<file path="src/rtl/instr_fetch_if.sv">
// Fetch-unit bus: program-memory read port plus the valid/ready word channel
// toward the decoder. master = fetch sequencer, slave = memory/decoder side.
interface instr_fetch_if #(
    parameter int ADDRESS_BITS = 5,
    parameter int INSTR_BITS   = 3
);
    localparam int VALUE_BITS = INSTR_BITS + ADDRESS_BITS;

    logic [ADDRESS_BITS-1:0] o_mem_addr;
    logic                    o_mem_rd;
    logic [VALUE_BITS-1:0]   i_mem_rdata;
    logic [VALUE_BITS-1:0]   o_value;
    logic                    o_valid;
    logic                    i_ready;

    modport master (
        output o_mem_addr,
        output o_mem_rd,
        input  i_mem_rdata,
        output o_value,
        output o_valid,
        input  i_ready
    );

    modport slave (
        input  o_mem_addr,
        input  o_mem_rd,
        output i_mem_rdata,
        input  o_value,
        input  o_valid,
        output i_ready
    );
endinterface

</file>
<file path="src/rtl/instr_fetch.sv">
// Fetch sequencer: walks PC through program memory and hands legal words to the decoder.
// Optional macro INSTR_FETCH_PC_WRAP_EN: PC wraps to 0 after the last word instead of ending.
module instr_fetch #(
    parameter int ADDRESS_BITS = 5,
    parameter int INSTR_BITS   = 3,
    parameter int PROG_DEPTH   = 32
) (
    input  logic                  clk,
    input  logic                  rst_n,
    input  logic                  i_start,
    input  logic                  i_halt,
    instr_fetch_if.master         bus,
    output logic                  o_busy,
    output logic                  o_done,
    output logic                  o_err,
    output logic [ADDRESS_BITS:0] o_count
);
    localparam int VALUE_BITS = INSTR_BITS + ADDRESS_BITS;
    localparam logic [ADDRESS_BITS-1:0] LAST_PC = ADDRESS_BITS'(PROG_DEPTH - 1);

`ifdef INSTR_FETCH_PC_WRAP_EN
    localparam bit WRAP_EN = 1'b1;
`else
    localparam bit WRAP_EN = 1'b0;
`endif

    typedef enum logic [2:0] {
        IDLE,
        FETCH,
        WAIT,
        PRESENT,
        HALTED
    } state_t;

    state_t                  state;
    logic [ADDRESS_BITS-1:0] pc;
    logic [INSTR_BITS-1:0]   opcode;
    logic                    at_end;
    logic [ADDRESS_BITS-1:0] pc_adv;

    function automatic logic is_halt(input logic [INSTR_BITS-1:0] op);
        return op == '0;
    endfunction

    function automatic logic is_legal(input logic [INSTR_BITS-1:0] op);
        return (op == INSTR_BITS'(1)) || (op == INSTR_BITS'(2)) || (op == INSTR_BITS'(4));
    endfunction

    function automatic logic [ADDRESS_BITS:0] sat_inc(input logic [ADDRESS_BITS:0] c);
        return (&c) ? c : c + 1'b1;
    endfunction

    assign opcode         = bus.i_mem_rdata[VALUE_BITS-1:ADDRESS_BITS];
    assign at_end         = (pc == LAST_PC) && !WRAP_EN;
    assign pc_adv         = (pc == LAST_PC) ? '0 : pc + 1'b1;
    assign bus.o_mem_addr = pc;

    always_ff @(posedge clk) begin
        if (!rst_n) begin
            state        <= IDLE;
            pc           <= '0;
            bus.o_value  <= '0;
            bus.o_valid  <= 1'b0;
            bus.o_mem_rd <= 1'b0;
            o_busy       <= 1'b0;
            o_done       <= 1'b0;
            o_err        <= 1'b0;
            o_count      <= '0;
        end else begin
            case (state)
                IDLE, HALTED: begin
                    // start beats a simultaneous halt while idle
                    if (i_start) begin
                        pc           <= '0;
                        o_count      <= '0;
                        o_done       <= 1'b0;
                        o_err        <= 1'b0;
                        bus.o_mem_rd <= 1'b1;
                        o_busy       <= 1'b1;
                        state        <= FETCH;
                    end
                end

                FETCH: begin
                    bus.o_mem_rd <= 1'b0;
                    if (i_halt) begin
                        o_done <= 1'b1;
                        o_busy <= 1'b0;
                        state  <= HALTED;
                    end else begin
                        state <= WAIT;
                    end
                end

                WAIT: begin
                    if (i_halt || is_halt(opcode)) begin
                        o_done <= 1'b1;
                        o_busy <= 1'b0;
                        state  <= HALTED;
                    end else if (!is_legal(opcode)) begin
                        // illegal word is flagged and skipped, never presented
                        o_err <= 1'b1;
                        if (at_end) begin
                            o_done <= 1'b1;
                            o_busy <= 1'b0;
                            state  <= HALTED;
                        end else begin
                            pc           <= pc_adv;
                            bus.o_mem_rd <= 1'b1;
                            state        <= FETCH;
                        end
                    end else begin
                        bus.o_value <= bus.i_mem_rdata;
                        bus.o_valid <= 1'b1;
                        state       <= PRESENT;
                    end
                end

                PRESENT: begin
                    // a transfer on the halt cycle still counts
                    if (bus.i_ready) begin
                        bus.o_valid <= 1'b0;
                        o_count     <= sat_inc(o_count);
                    end
                    if (i_halt) begin
                        bus.o_valid <= 1'b0;
                        o_done      <= 1'b1;
                        o_busy      <= 1'b0;
                        state       <= HALTED;
                    end else if (bus.i_ready) begin
                        if (at_end) begin
                            o_done <= 1'b1;
                            o_busy <= 1'b0;
                            state  <= HALTED;
                        end else begin
                            pc           <= pc_adv;
                            bus.o_mem_rd <= 1'b1;
                            state        <= FETCH;
                        end
                    end
                end

                default: begin
                    bus.o_valid  <= 1'b0;
                    bus.o_mem_rd <= 1'b0;
                    o_busy       <= 1'b0;
                    state        <= IDLE;
                end
            endcase
        end
    end
endmodule

</file>
<file path="src/flat_wrapper.sv">
// flat-port wrapper written by rule: the top's interface ports become plain ports
module instr_fetch_flat 
#(
    parameter int ADDRESS_BITS = 5,
    parameter int INSTR_BITS   = 3,
    parameter int PROG_DEPTH   = 32
)
  (clk, rst_n, i_start, i_halt, o_busy, o_done, o_err, o_count, bus_o_mem_addr, bus_o_mem_rd, bus_i_mem_rdata, bus_o_value, bus_o_valid, bus_i_ready);
  instr_fetch_if #(.ADDRESS_BITS(ADDRESS_BITS), .INSTR_BITS(INSTR_BITS)) bus_i ();
  input  logic clk;
  input  logic rst_n;
  input  logic i_start;
  input  logic i_halt;
  output logic o_busy;
  output logic o_done;
  output logic o_err;
  output logic [ADDRESS_BITS:0] o_count;
  output wire logic [$bits(bus_i.o_mem_addr)-1:0] bus_o_mem_addr;
  output wire logic [$bits(bus_i.o_mem_rd)-1:0] bus_o_mem_rd;
  input wire logic [$bits(bus_i.i_mem_rdata)-1:0] bus_i_mem_rdata;
  output wire logic [$bits(bus_i.o_value)-1:0] bus_o_value;
  output wire logic [$bits(bus_i.o_valid)-1:0] bus_o_valid;
  input wire logic [$bits(bus_i.i_ready)-1:0] bus_i_ready;
  assign bus_o_mem_addr = bus_i.o_mem_addr;
  assign bus_o_mem_rd = bus_i.o_mem_rd;
  assign bus_i.i_mem_rdata = bus_i_mem_rdata;
  assign bus_o_value = bus_i.o_value;
  assign bus_o_valid = bus_i.o_valid;
  assign bus_i.i_ready = bus_i_ready;
  instr_fetch #(.ADDRESS_BITS(ADDRESS_BITS), .INSTR_BITS(INSTR_BITS), .PROG_DEPTH(PROG_DEPTH)) u_core (.clk(clk), .rst_n(rst_n), .i_start(i_start), .i_halt(i_halt), .bus(bus_i), .o_busy(o_busy), .o_done(o_done), .o_err(o_err), .o_count(o_count));
endmodule
</file>
<file path="config.mk">
export PLATFORM = sky130hd
export DESIGN_NAME = instr_fetch_flat
export DESIGN_NICKNAME = d
export VERILOG_FILES = /design/src/rtl/instr_fetch_if.sv /design/src/rtl/instr_fetch.sv /design/src/flat_wrapper.sv
export SDC_FILE = /design/constraint.sdc
export NUM_CORES = 1
export LEC_CHECK = 0
export CAP_MARGIN = 20
export CORE_UTILIZATION = 45
export DETAILED_ROUTE_END_ITERATION = 12
export PLACE_DENSITY = 0.78
export SKIP_LAST_GASP = 1
export SLEW_MARGIN = 5
export SYNTH_ARGS = -nofsm -noshare
export SYNTH_HDL_FRONTEND = slang
export SYNTH_SLANG_ARGS = --single-unit
</file>
<file path="constraint.sdc">
create_clock -name clk -period 5 [get_ports clk]
set_input_delay 1.5 -clock clk [delete_from_list [all_inputs] [get_ports clk]]
set_output_delay 1.5 -clock clk [all_outputs]
set_load 0.01 [all_outputs]
</file>
## Word-level counts from Yosys, hierarchy flattened

Cells that the tools add are included.
Widths: inputs -> output; s select.

- Register bits: 27
- Output and inout port bits: 24

- $add $sub $neg: 2
- Equality and inequality tests: 18
- Muxes and demuxes: 49
- Bitwise operators: 2
- Reduce and logical (&&, ||, !) cells: 21

Operators with widths:

| operator | number |
|---|---|
| $mux 5 | 6 |
| $mux 1 | 25 |
| $mux 3 | 7 |
| $mux 6 | 3 |
| $reduce_and 4->1 | 4 |
| $pmux 5 s3 | 1 |
| $ne 2x2->1 const B | 7 |
| $pmux 3 s4 | 1 |
| $pmux 6 s2 | 1 |
| $reduce_and 6->1 | 2 |
| $reduce_and 5->1 | 2 |
| $eq 3x2->1 const B | 3 |
| $pmux 1 s4 | 2 |
| $add 6x1->6 const B | 1 |
| $eq 3x1->1 const B | 2 |
| $eq 3x3->1 const B | 2 |
| $logic_not 3->1 | 2 |
| $pmux 1 s3 | 2 |
| $add 5x1->5 const B | 1 |
| $eq 5x5->1 const B | 1 |
| $reduce_bool 2->1 | 2 |
| $reduce_bool 4->1 | 1 |
| $logic_or 1x1->1 | 3 |
| $ne 3x2->1 const B | 1 |
| other kinds (9) | 10 |

## Depth between registers and ports, before layout

Gate-level depths: netlist of the first run.

- Depth after elaboration: 6
- Depth in mapped cells: 7
- Depth with buffers taken out: 7

## Worst setup path before layout of the first run

No wires, ideal clock.

- Path type: input-to-reg
- Start point: input port bus_i_mem_rdata[7]
- End point: register u_core.pc[2], in the netlist u_core.bus.o_mem_addr[2]
- Setup time: 0.122 ns
- Data arrival time: 2.506 ns
- Required time: 4.878 ns
- Slack: 2.373 ns
- Cell stages on the path: 4
- Path buffers: 0
- Cell sequence: maj3_2 -> a221o_1 -> a31o_1 -> o311a_1

- Word-level cells in the longest chain between the ends: 5
- Elaborated cells on any way between the ends: 10
- Those cells by class: 5 x eq/ne; 5 x reduce/logical

RTL lines:

| element | line | source |
|---|---|---|
| start, declared | flat_wrapper.sv:20 | `input wire logic [$bits(bus_i.i_mem_rdata)-1:0] bus_i_mem_rdata;` |
| $eq 3x1->1 / $eq 3x2->1 (equally long branches) | instr_fetch.sv:46 | `return (op == INSTR_BITS'(1)) \|\| (op == INSTR_BITS'(2)) \|\| (op == INSTR_BITS'(4));` |
| $logic_or 1x1->1 (2 in a row) | instr_fetch.sv:46 |  |
| $ne 2x2->1 (no line) | n/a |  |
| $reduce_and 6->1 (no line) (*) | n/a |  |
| end signal, assigned | instr_fetch.sv:108 | `pc <= pc_adv;` |
| end signal, assigned | instr_fetch.sv:136 | `pc <= pc_adv;` |
| end, declared | instr_fetch.sv:36 | `logic [ADDRESS_BITS-1:0] pc;` |

Every way passes the cells marked *; elsewhere a longest branch is shown, timed or not.
A chain may end at the register's enable or synchronous reset.

==> results of run 1 <==
## layout make-up
cell class,instances,area [µm²]
clock inverter,1,5.00
inverter,6,22.5
multi-input combinational,137,892
timing repair buffer,36,360
sequential,27,541
tap,44,55.1
clock buffer,3,22.5
fill,300,1200
## cells in the final DEF, fill, tap and decap left out, types with 2 or more instances in the layout
| cell type | Yosys | layout |
|---|---|---|
| clkdlybuf4s50_1 | 0 | 36 |
| dfxtp_1 | 27 | 27 |
| nand2_1 | 25 | 25 |
| o21ai_0 | 12 | 12 |
| nand3_1 | 12 | 12 |
| a21oi_1 | 10 | 10 |
| nor2_1 | 9 | 9 |
| nor3_1 | 8 | 8 |
| inv_1 | 6 | 6 |
| a211oi_1 | 6 | 6 |
| xnor2_1 | 4 | 4 |
| ha_1 | 4 | 4 |
| nand2b_1 | 3 | 3 |
| o22ai_1 | 3 | 3 |
| clkbuf_4 | 0 | 3 |
| and3_1 | 2 | 2 |
| or2_1 | 2 | 2 |
| a31oi_1 | 2 | 2 |
| a22oi_1 | 2 | 2 |
## state kept, by name (all words and copies together), names as in the netlist
register	flops
u_core.o_err	1
u_core.bus.o_mem_rd	1
u_core.o_done	1
u_core.state	3
u_core.o_busy	1
u_core.o_count	6
u_core.bus.o_value	8
u_core.bus.o_mem_addr	5
u_core.bus.o_valid	1
## metrics by stage
step | power [W] | cells
floorplan | 0.000289 | 180
global placement | 0.000318 | 250
detailed placement | 0.000320 | 250
CTS | 0.000418 | 254
global route | 0.000437 | 254
finish | 0.000418 | 254
## power by group
part           internal (W)  leakage, nW  switching (W)  total [W]
combinational     0.0000386        0.440      0.0000427  0.0000813
sequential         0.000222        0.219      0.0000136   0.000235
clock             0.0000302       0.0177      0.0000709   0.000101
total              0.000291        0.676       0.000127   0.000418
## kinds of logic after synthesis
family                     Yosys count
DFF                                 27
AOI/OAI and AO/OA                   54
adders and majority gates            5
muxes                                1
buffers and inverters               16
and+or+nand+nor                     72
xor gates and xnor gates             5
## Yosys cell counts (2+ instances only)
| cell | number |
|---|---|
| nor2_1 | 9 |
| o21ai_0 | 12 |
| buf_4 | 2 |
| a31oi_1 | 2 |
| nand2_1 | 25 |
| and3_1 | 2 |
| ha_1 | 4 |
| nor3_1 | 8 |
| a22oi_1 | 2 |
| a211oi_1 | 6 |
| xnor2_1 | 4 |
| nand2b_1 | 3 |
| or2_1 | 2 |
| buf_2 | 4 |
| nand3_1 | 12 |
| clkbuf_1 | 3 |
| inv_1 | 6 |
| a21oi_1 | 10 |
| o22ai_1 | 3 |
| dfxtp_1 | 27 |
## how the worst max path moves through the flow
stage,slack (ns),to,cells past startpoint,from
5_1_grt,1.79,u_core.bus.o_mem_addr[3],3,rst_n
3_5_place_dp,1.60,u_core.bus.o_mem_addr[3],3,rst_n
3_3_place_gp,1.72,u_core.bus.o_mem_addr[2],5,bus_i_mem_rdata[5]
4_1_cts,1.95,u_core.bus.o_mem_addr[3],3,rst_n
6_report,1.94,u_core.bus.o_mem_addr[3],3,rst_n
2_1_floorplan,2.37,u_core.bus.o_mem_addr[2],4,bus_i_mem_rdata[7]
## tightest hold or removal path, stage by stage, from the launching register on
cell and delay [ns]:
dfxtp_1 0.34, nand3_1 0.05, o21ai_0 0.07
## per-layer routing
metal,vias up,GRT usage
li1,729,-
met3,5,0.0390
met5,-,0
met2,60,0.376
met4,0,0.130
met1,669,0.302
==> flow_summary.yaml, run 1 <==
synth:
  syn_inst: 180
  synth_mux_area_frac: 0.00748
  synth_top_area_cell: "dfxtp_1"
  synth_async_sr_flop_share: 0
  syn_nets: 197
  yosys-top-cells-area: "dfxtp_1 (36%), nand2_1 (6.2%), nand3_1 (4.0%)"
  synthXorXnorAreaFrac: 0.0291
  ys.flop_type: "dfxtp_1"
  ys_types: 54
  synth_edf_count: 0
  netlist.area_leader.share: 0.359
  synth_compound_area_frac: 0.267
  syn_avg_cell_area_um2: 8.36
  synthAdderAreaFrac: 0.0407
  synth-simple-area-share: 0.249
  yosysWarnings: 0
  synth_area_mm2: 0.00151
  yosysSeqAreaShare: 0.359
  ys_ff_latch: 27
  synth_top_family_by_area: "compound AO/OA/AOI/OAI gates"
min_path:
  worstHoldEndpoint: "u_core.bus.o_value[4]"
  min_from: "u_core.bus.o_value[4]"
  worstHoldPathCells: 2
  hold_class: "register to register"
clocking:
  cts_hold_buffers: 0
  clkTransAtPathRegs_ns: 0.16
  cts_tree: "done"
  htree_levels: 1
  cts-root-buf: "clkbuf_4"
  postCtsSetupBuffers: 0
  cts_resized: 0
  clk_latency_ns: 0.34
  cts.sinks: 27
  numCtsBuffers: 3
  clock_path_buffers: 2
layout:
  utilization: 0.612
  drive_gt1_frac: 0.0762
  fin_nets: 228
  finalInstanceArea_mm2: 0.00190
  antenna_cells: 0
  syn_to_final_growth_pct: 26.1
worst_setup_path:
  start_kind: "primary input"
  path_max_fanout: 29
  end_kind: "register"
  reg2regPathDepth: 4
  cp_num_buf_inv: 1
  critPathMaxStageDelay_ns: 1.16
  rr_startpoint: "u_core.state[1]"
  crit_slowest_cell: "clkdlybuf4s50_1"
  r2r_end: "u_core.bus.o_value[2]"
  cp_cell_sequence: "clkdlybuf4s50_1, nand3_1, o32ai_1"
  reg2reg_slack_ns: 2.93
  critical_path_class: "primary input to register"
  critPathTopFamily: "buffers and inverters"
  cp.required_ns: 5.26
  arrival_ns: 3.32
timing:
  skew_ns: 0.00556
  period_minus_slack_ns: 3.06
  finalHoldViolations: 0
  fin_ws_ns: 1.94
  setup_viol: 0
  timing.slew.headroom: 0.306
  fin_crit_sh: 0.612
  max_freq_mhz: 327
  tns_ns: 0
  slew_violations: 0
  holdWs_ns: 0.489
  worstMarginPinSlew_ns: 1.04
  rsz0062_at_grt: "false"
floorplanning:
  start_util: 0.485
  core_region_area_mm2: 0.00310
  die_w_um: 59.8
  io_pins: 37
  die-area_mm2: 0.00358
  row_count: 20
  die_h_um: 59.8
route:
  met1_length_um: 1750
  routed_wl_um: 3840
  ant_nets: 0
  top_layer: "met4"
  dr_wl_met2_um: 1820
  drt-initial-drc-count: 72
  drc: 0
  drt-vias-per-instance: 5.76
  via_count: 1463
  wl_met3_um: 192
  first_pass_iters: 4
  wire_per_inst_um: 15.1
pwr:
  power_per_cell_area_mw_per_mm2: 220
  vdd_drop_max_mv: 0.138
  leakagePower_nw: 0.676
place:
  placed_area_mm2: 0.00187
  dp_hpwl_um: 2810
  io_buffers: 36
  post-place-ws_ns: 1.60
  place.gp.congestion: 0.865
global_routing:
  grt_pass1_wl_um: 6320
  overflow: 0
  track_usage: 0.236
  antenna_found_initial: 0
  grt_max_degree: 30
  grt_pass1_vias: 1380
run_status:
  status: "completed"
run:
  max_cap_viol_count: 0
Power figures use the tool's default switching activity.
==> run 2: changes to the inputs <==
--- a/config.mk
+++ b/config.mk
@@ -6,9 +6,9 @@
 export NUM_CORES = 1
 export LEC_CHECK = 0
 export CAP_MARGIN = 20
-export CORE_UTILIZATION = 45
+export CORE_UTILIZATION = 44
 export DETAILED_ROUTE_END_ITERATION = 12
-export PLACE_DENSITY = 0.78
+export PLACE_DENSITY = 0.79
 export SKIP_LAST_GASP = 1
 export SLEW_MARGIN = 5
 export SYNTH_ARGS = -nofsm -noshare
==> constraint.sdc (replaced) <==
create_clock -name clk -period 2.6 [get_ports clk]
set_input_delay 0.78 -clock clk [delete_from_list [all_inputs] [get_ports clk]]
set_output_delay 0.78 -clock clk [all_outputs]
set_load 0.01 [all_outputs]
==> flow_summary.yaml, run 2 (same netlist as run 1, synthesis figures left out) <==
place:
  dp_hpwl_um: 2850
  io_buffers: 36
  place.gp.congestion: 0.937
timing:
  worstMarginPinSlew_ns: 0.668
  finalHoldViolations: 0
  fin_crit_sh: 0.857
  setup_viol: 0
  tns_ns: 0
  slew_violations: 0
  timing.slew.headroom: 0.554
  period_minus_slack_ns: 2.23
  skew_ns: 0.00449
  rsz0062_at_grt: "false"
  max_freq_mhz: 449
route:
  via_count: 1503
  drt-initial-drc-count: 106
  first_pass_iters: 5
  wire_per_inst_um: 15.0
  drc: 0
  routed_wl_um: 3930
  drt-vias-per-instance: 5.74
  ant_nets: 0
layout:
  fin_nets: 236
  largest_reg_flops: 8
  syn_to_final_growth_pct: 30.1
  antenna_cells: 0
  final_cell_mix: "clkdlybuf4s50_1 (36), dfxtp_1 (27), nand2_1 (25), o21ai_0 (12), nand3_1 (12)"
  top_register: "u_core.bus.o_value"
  drive_gt1_frac: 0.110
  layout_commonest_cell: "clkdlybuf4s50_1"
pwr:
  leakagePower_nw: 0.715
  fin_total_pwr_w: 0.000815
  power_per_cell_area_mw_per_mm2: 416
  vdd_drop_max_mv: 0.247
clocking:
  clk_latency_ns: 0.35
  cts-root-buf: "clkbuf_4"
  cts_resized: 0
  cts_tree: "done"
  clock_path_buffers: 2
  postCtsSetupBuffers: 0
  clkTransAtPathRegs_ns: 0.15
  htree_levels: 1
  numCtsBuffers: 3
  cts_hold_buffers: 0
  cts.sinks: 27
floorplanning:
  core_region_area_mm2: 0.00315
  start_util: 0.477
  die_w_um: 60.5
  die-area_mm2: 0.00366
  row_count: 20
  die_h_um: 60.5
  io_pins: 37
global_routing:
  antenna_found_initial: 0
  grt_pass1_vias: 1400
  track_usage: 0.232
  overflow: 0
  grt_pass1_wl_um: 6290
  grt_max_degree: 18
min_path:
  worstHoldPathCells: 2
  hold_class: "register to register"
worst_setup_path:
  cp.required_ns: 2.85
  end_kind: "register"
  critical_path_class: "primary input to register"
  reg2reg_slack_ns: 0.58
  start_kind: "primary input"
  path_max_fanout: 6
  arrival_ns: 2.48
  reg2regPathDepth: 6
run_status:
  status: "completed"
run:
  max_cap_viol_count: 0
[run 2: cell count changes in the layout (fill, tap and decap cells not counted), sizes merged]
cell | previous run | this run
buf | 0 | 8
[run 2: path summary, 6_finish.rpt]
check,to,from
setup / recovery,u_core.bus.o_mem_addr[2],bus_i_mem_rdata[7]
hold / removal,u_core.bus.o_value[5],u_core.bus.o_value[5]
setup reg to reg,u_core.bus.o_mem_addr[0],u_core.bus.o_mem_addr[0]
hold reg to reg,u_core.bus.o_value[5],u_core.bus.o_value[5]
[run 2: power breakdown]
part	total (W)	switching, W	leakage [nW]	internal [W]
registers	0.000449	0.0000226	0.219	0.000427
clock network	0.000193	0.000135	0.0177	0.0000582
logic	0.000173	0.0000908	0.478	0.0000826
[run 2: area by class of cell]
type / instances / area [µm²]
Multi-Input combinational cell: 137 / 892
Fill cell: 285 / 1190
Tap cell: 44 / 55.1
Inverter: 6 / 22.5
Clock inverter: 1 / 5.00
Timing Repair Buffer: 44 / 420
Clock buffer: 3 / 22.5
Sequential cell: 27 / 541
[run 2: layer usage]
layer	vias to the layer above	track usage	wire, µm	share of wire
met5	-	0	0	0
met4	0	0.114	81	0.021
met3	6	0.0256	270	0.069
met2	68	0.369	1780	0.45
met1	685	0.313	1800	0.46
li1	744	-	-	-
[run 2: critical path: stages]
cell	delay (ns)
clkdlybuf4s50_1	0.51
maj3_2	0.39
a221o_1	0.41
a31o_1	0.25
o311a_1	0.14
[run 2: stage by stage]
step / instance area [µm²] / cells / hold slack [ns] / setup WS (ns) / util
final: 1960 / 262 / 0.478 / 0.372 / 0.621
after detailed placement: 1930 / 258 / 0.461 / 0.0203 / 0.612
after global routing: 1960 / 262 / 0.508 / 0.278 / 0.621
after floorplan: 1510 / 180 / 0.484 / 0.693 / -
after CTS: 1960 / 262 / 0.485 / 0.399 / 0.621
after global placement: 1930 / 258 / 0.457 / 0.0785 / 0.612
==> RTL edit: new RTL, settings of run 2 <==
Set the localparam `WRAP_EN` to 1'b1 (it was 1'b0).
--- a/src/rtl/instr_fetch.sv
+++ b/src/rtl/instr_fetch.sv
@@ -21,7 +21,7 @@
 `ifdef INSTR_FETCH_PC_WRAP_EN
     localparam bit WRAP_EN = 1'b1;
 `else
-    localparam bit WRAP_EN = 1'b0;
+    localparam bit WRAP_EN = 1'b1;
 `endif
 
     typedef enum logic [2:0] {
Formal check against the unedited RTL: same outputs for any inputs over 10 cycles, from zero or initial values and one cycle with rst_n low; that may be too few to reach the edited logic, so the function may still have changed.
==> RTL edit against run 2 <==
- combinational power down 34%
- critical path depth down 1
- wire length down 12%
- design area down 5.3%
- synthesized area down 4.2%
- worst setup slack better by 21 ps
- sequential cell count unchanged
- power down 8.8%
- highest routed layer unchanged
==> RTL edit: results (changes against run 2) <==
| Metric | Value |
|---|---|
| Peak supply drop | `292 uV (was 247 uV)` |
| Largest net degree at the start of global routing | `24 (was 18)` |
| Placed instance area | `0.00182 mm^2 (was 0.00193 mm^2)` |
| Worst-Skew Late Latency | `330 ps (was 350 ps)` |
| Worst r2r path cells | `4 (was 6)` |
| GPL Wtd Cong | `0.850 (was 0.937)` |
| Skew final | `4.42 ps (was 4.49 ps)` |
| Most flop-heavy register | `u_core.bus.o_value (unchanged)` |
| Net count, final | `228 (was 236)` |
| LEAKAGE | `0.668 nW (was 0.715 nW)` |
| Initial antenna violation count | `0 (unchanged)` |
| Syn. warnings | `0 (unchanged)` |
| Setup Fix Bufs, Post-CTS | `0 (unchanged)` |
| Outcome | `complete, no violations (unchanged)` |
| Routed WL per cell | `13.5 um (was 15.0 um)` |
| FFs w/ async S/R, synth | `0 (unchanged)` |
| Dpl hpwl | `2620 um (was 2850 um)` |
| Number of vias per cell | `5.65 (was 5.74)` |
| Seq/Total Area, Yosys | `0.375 (was 0.359)` |
| Post-layout util | `0.602 (was 0.621)` |
| Total Routing Usage GR | `0.213 (was 0.232)` |
| Post-Syn Area per Cell | `8.15 um^2 (was 8.36 um^2)` |
| Largest cells by area after synthesis | `dfxtp_1 (37%), a21oi_1 (6.2%), nand3_1 (5.6%), o21ai_0 (5.2%), nand2_1 (4.2%) (was dfxtp_1 (36%), nand2_1 (6.2%), nand3_1 (4.0%), o21ai_0 (4.0%), a21oi_1 (3.3%))` |
| Post-Syn Nets | `193 (was 197)` |
| CTS H-tree depth | `1 (unchanged)` |
| Post-synthesis cell type count | `42 (was 54)` |
| CTS root buffer | `clkbuf_4 (unchanged)` |
| Worst EP arrival | `2400 ps (was 2480 ps)` |
| Crit path max fanout | `13 (was 6)` |
| Dpl ws | `29.7 ps (was 20.3 ps)` |
| Post_cts resized | `0 (unchanged)` |
| Max FFs per register | `8 (unchanged)` |
| Layout cells sized above 1 | `0.0616 (was 0.110)` |
| Count of input and output buffers | `36 (unchanged)` |
| Vias in the first global route | `1386 (was 1400)` |
| Worst Hold Class | `reg2reg (unchanged)` |
| Worst-path clk slew | `150 ps (about the same)` |
| Filler cells | `267 (was 285)` |
| Post-synth top cells | `dfxtp_1 (27), a21oi_1 (18), nand2_1 (16), nand3_1 (16), o21ai_0 (15) (was dfxtp_1 (27), nand2_1 (25), nand3_1 (12), o21ai_0 (12), a21oi_1 (10))` |
| Global-route wire length before repair | `5840 um (was 6290 um)` |
| Clock buffer count from CTS | `3 (unchanged)` |
| Hold depth | `2 (unchanged)` |
| Dominant synthesized flop cell | `dfxtp_1 (unchanged)` |
| Worst slew pin tran | `789 ps (was 668 ps)` |
| DRT Pass-1 Iters | `4 (was 5)` |
| ANT cells | `0 (unchanged)` |
| Iter 0 DRT Violations | `72 (was 106)` |
| Max clock buf depth | `2 (unchanged)` |
[RTL edit: path summary, 6_finish.rpt]
path / startpoint / to / slack, ps
max: bus_i_mem_rdata[6] / u_core.bus.o_value[0]$_SDFFE_PN0P_ / 390
min: u_core.bus.o_valid$_SDFFE_PN0P_ / u_core.bus.o_valid$_SDFFE_PN0P_ / 470
max reg2reg: u_core.state[1]$_SDFFE_PN0P_ / u_core.bus.o_value[4]$_SDFFE_PN0P_ / 710
min reg2reg: u_core.bus.o_valid$_SDFFE_PN0P_ / u_core.bus.o_valid$_SDFFE_PN0P_ / 470
[RTL edit: kinds of logic after synthesis]
logic type	count (synthesis)	synth area share
XOR/XNOR	1	0.00607
adder cells (fa/ha/maj)	4	0.0338
AND/OR/NAND/NOR	71	0.270
multiplexers	4	0.0286
buffers and inverters	17	0.0598
flip-flops	27	0.375
AO/OA/AOI/OAI	53	0.227
[RTL edit: per-layer routing]
layer  up-vias  share of wire  GRT usage  wire (um)
li1        714              -          -          -
met1       672           0.43      0.260       1480
met2        49           0.50      0.371       1720
met3         7          0.062     0.0437        214
met4         0          0.014     0.0714         48
met5         -              0          0          0
[RTL edit: layout make-up]
class | instances | share of cell area
multi-input cells | 133 | 0.440
clock inverters | 1 | 0.00405
clock buffers | 3 | 0.0121
repair buffers | 39 | 0.206
inverters | 8 | 0.0162
well taps | 44 | 0.0297
flip-flops and latches | 27 | 0.291
[RTL edit: worst max-delay path, stage by stage]
cell             delay (ps)
clkdlybuf4s50_1         520
xor2_1                  220
o211ai_1                650
o21ai_0                 220
[RTL edit: per-stage QoR]
step,hold WS (ps),std cells
2_1_floorplan,478,177
3_3_place_gp,448,251
3_5_place_dp,456,251
4_1_cts,476,255
5_1_grt,507,255
6_report,471,255
[RTL edit: power breakdown]
part	total [mW]	internal [mW]	switching (mW)
sequential	0.439	0.423	0.0157
clock	0.189	0.0589	0.130
combinational	0.115	0.0561	0.0594
total	0.743	0.538	0.205
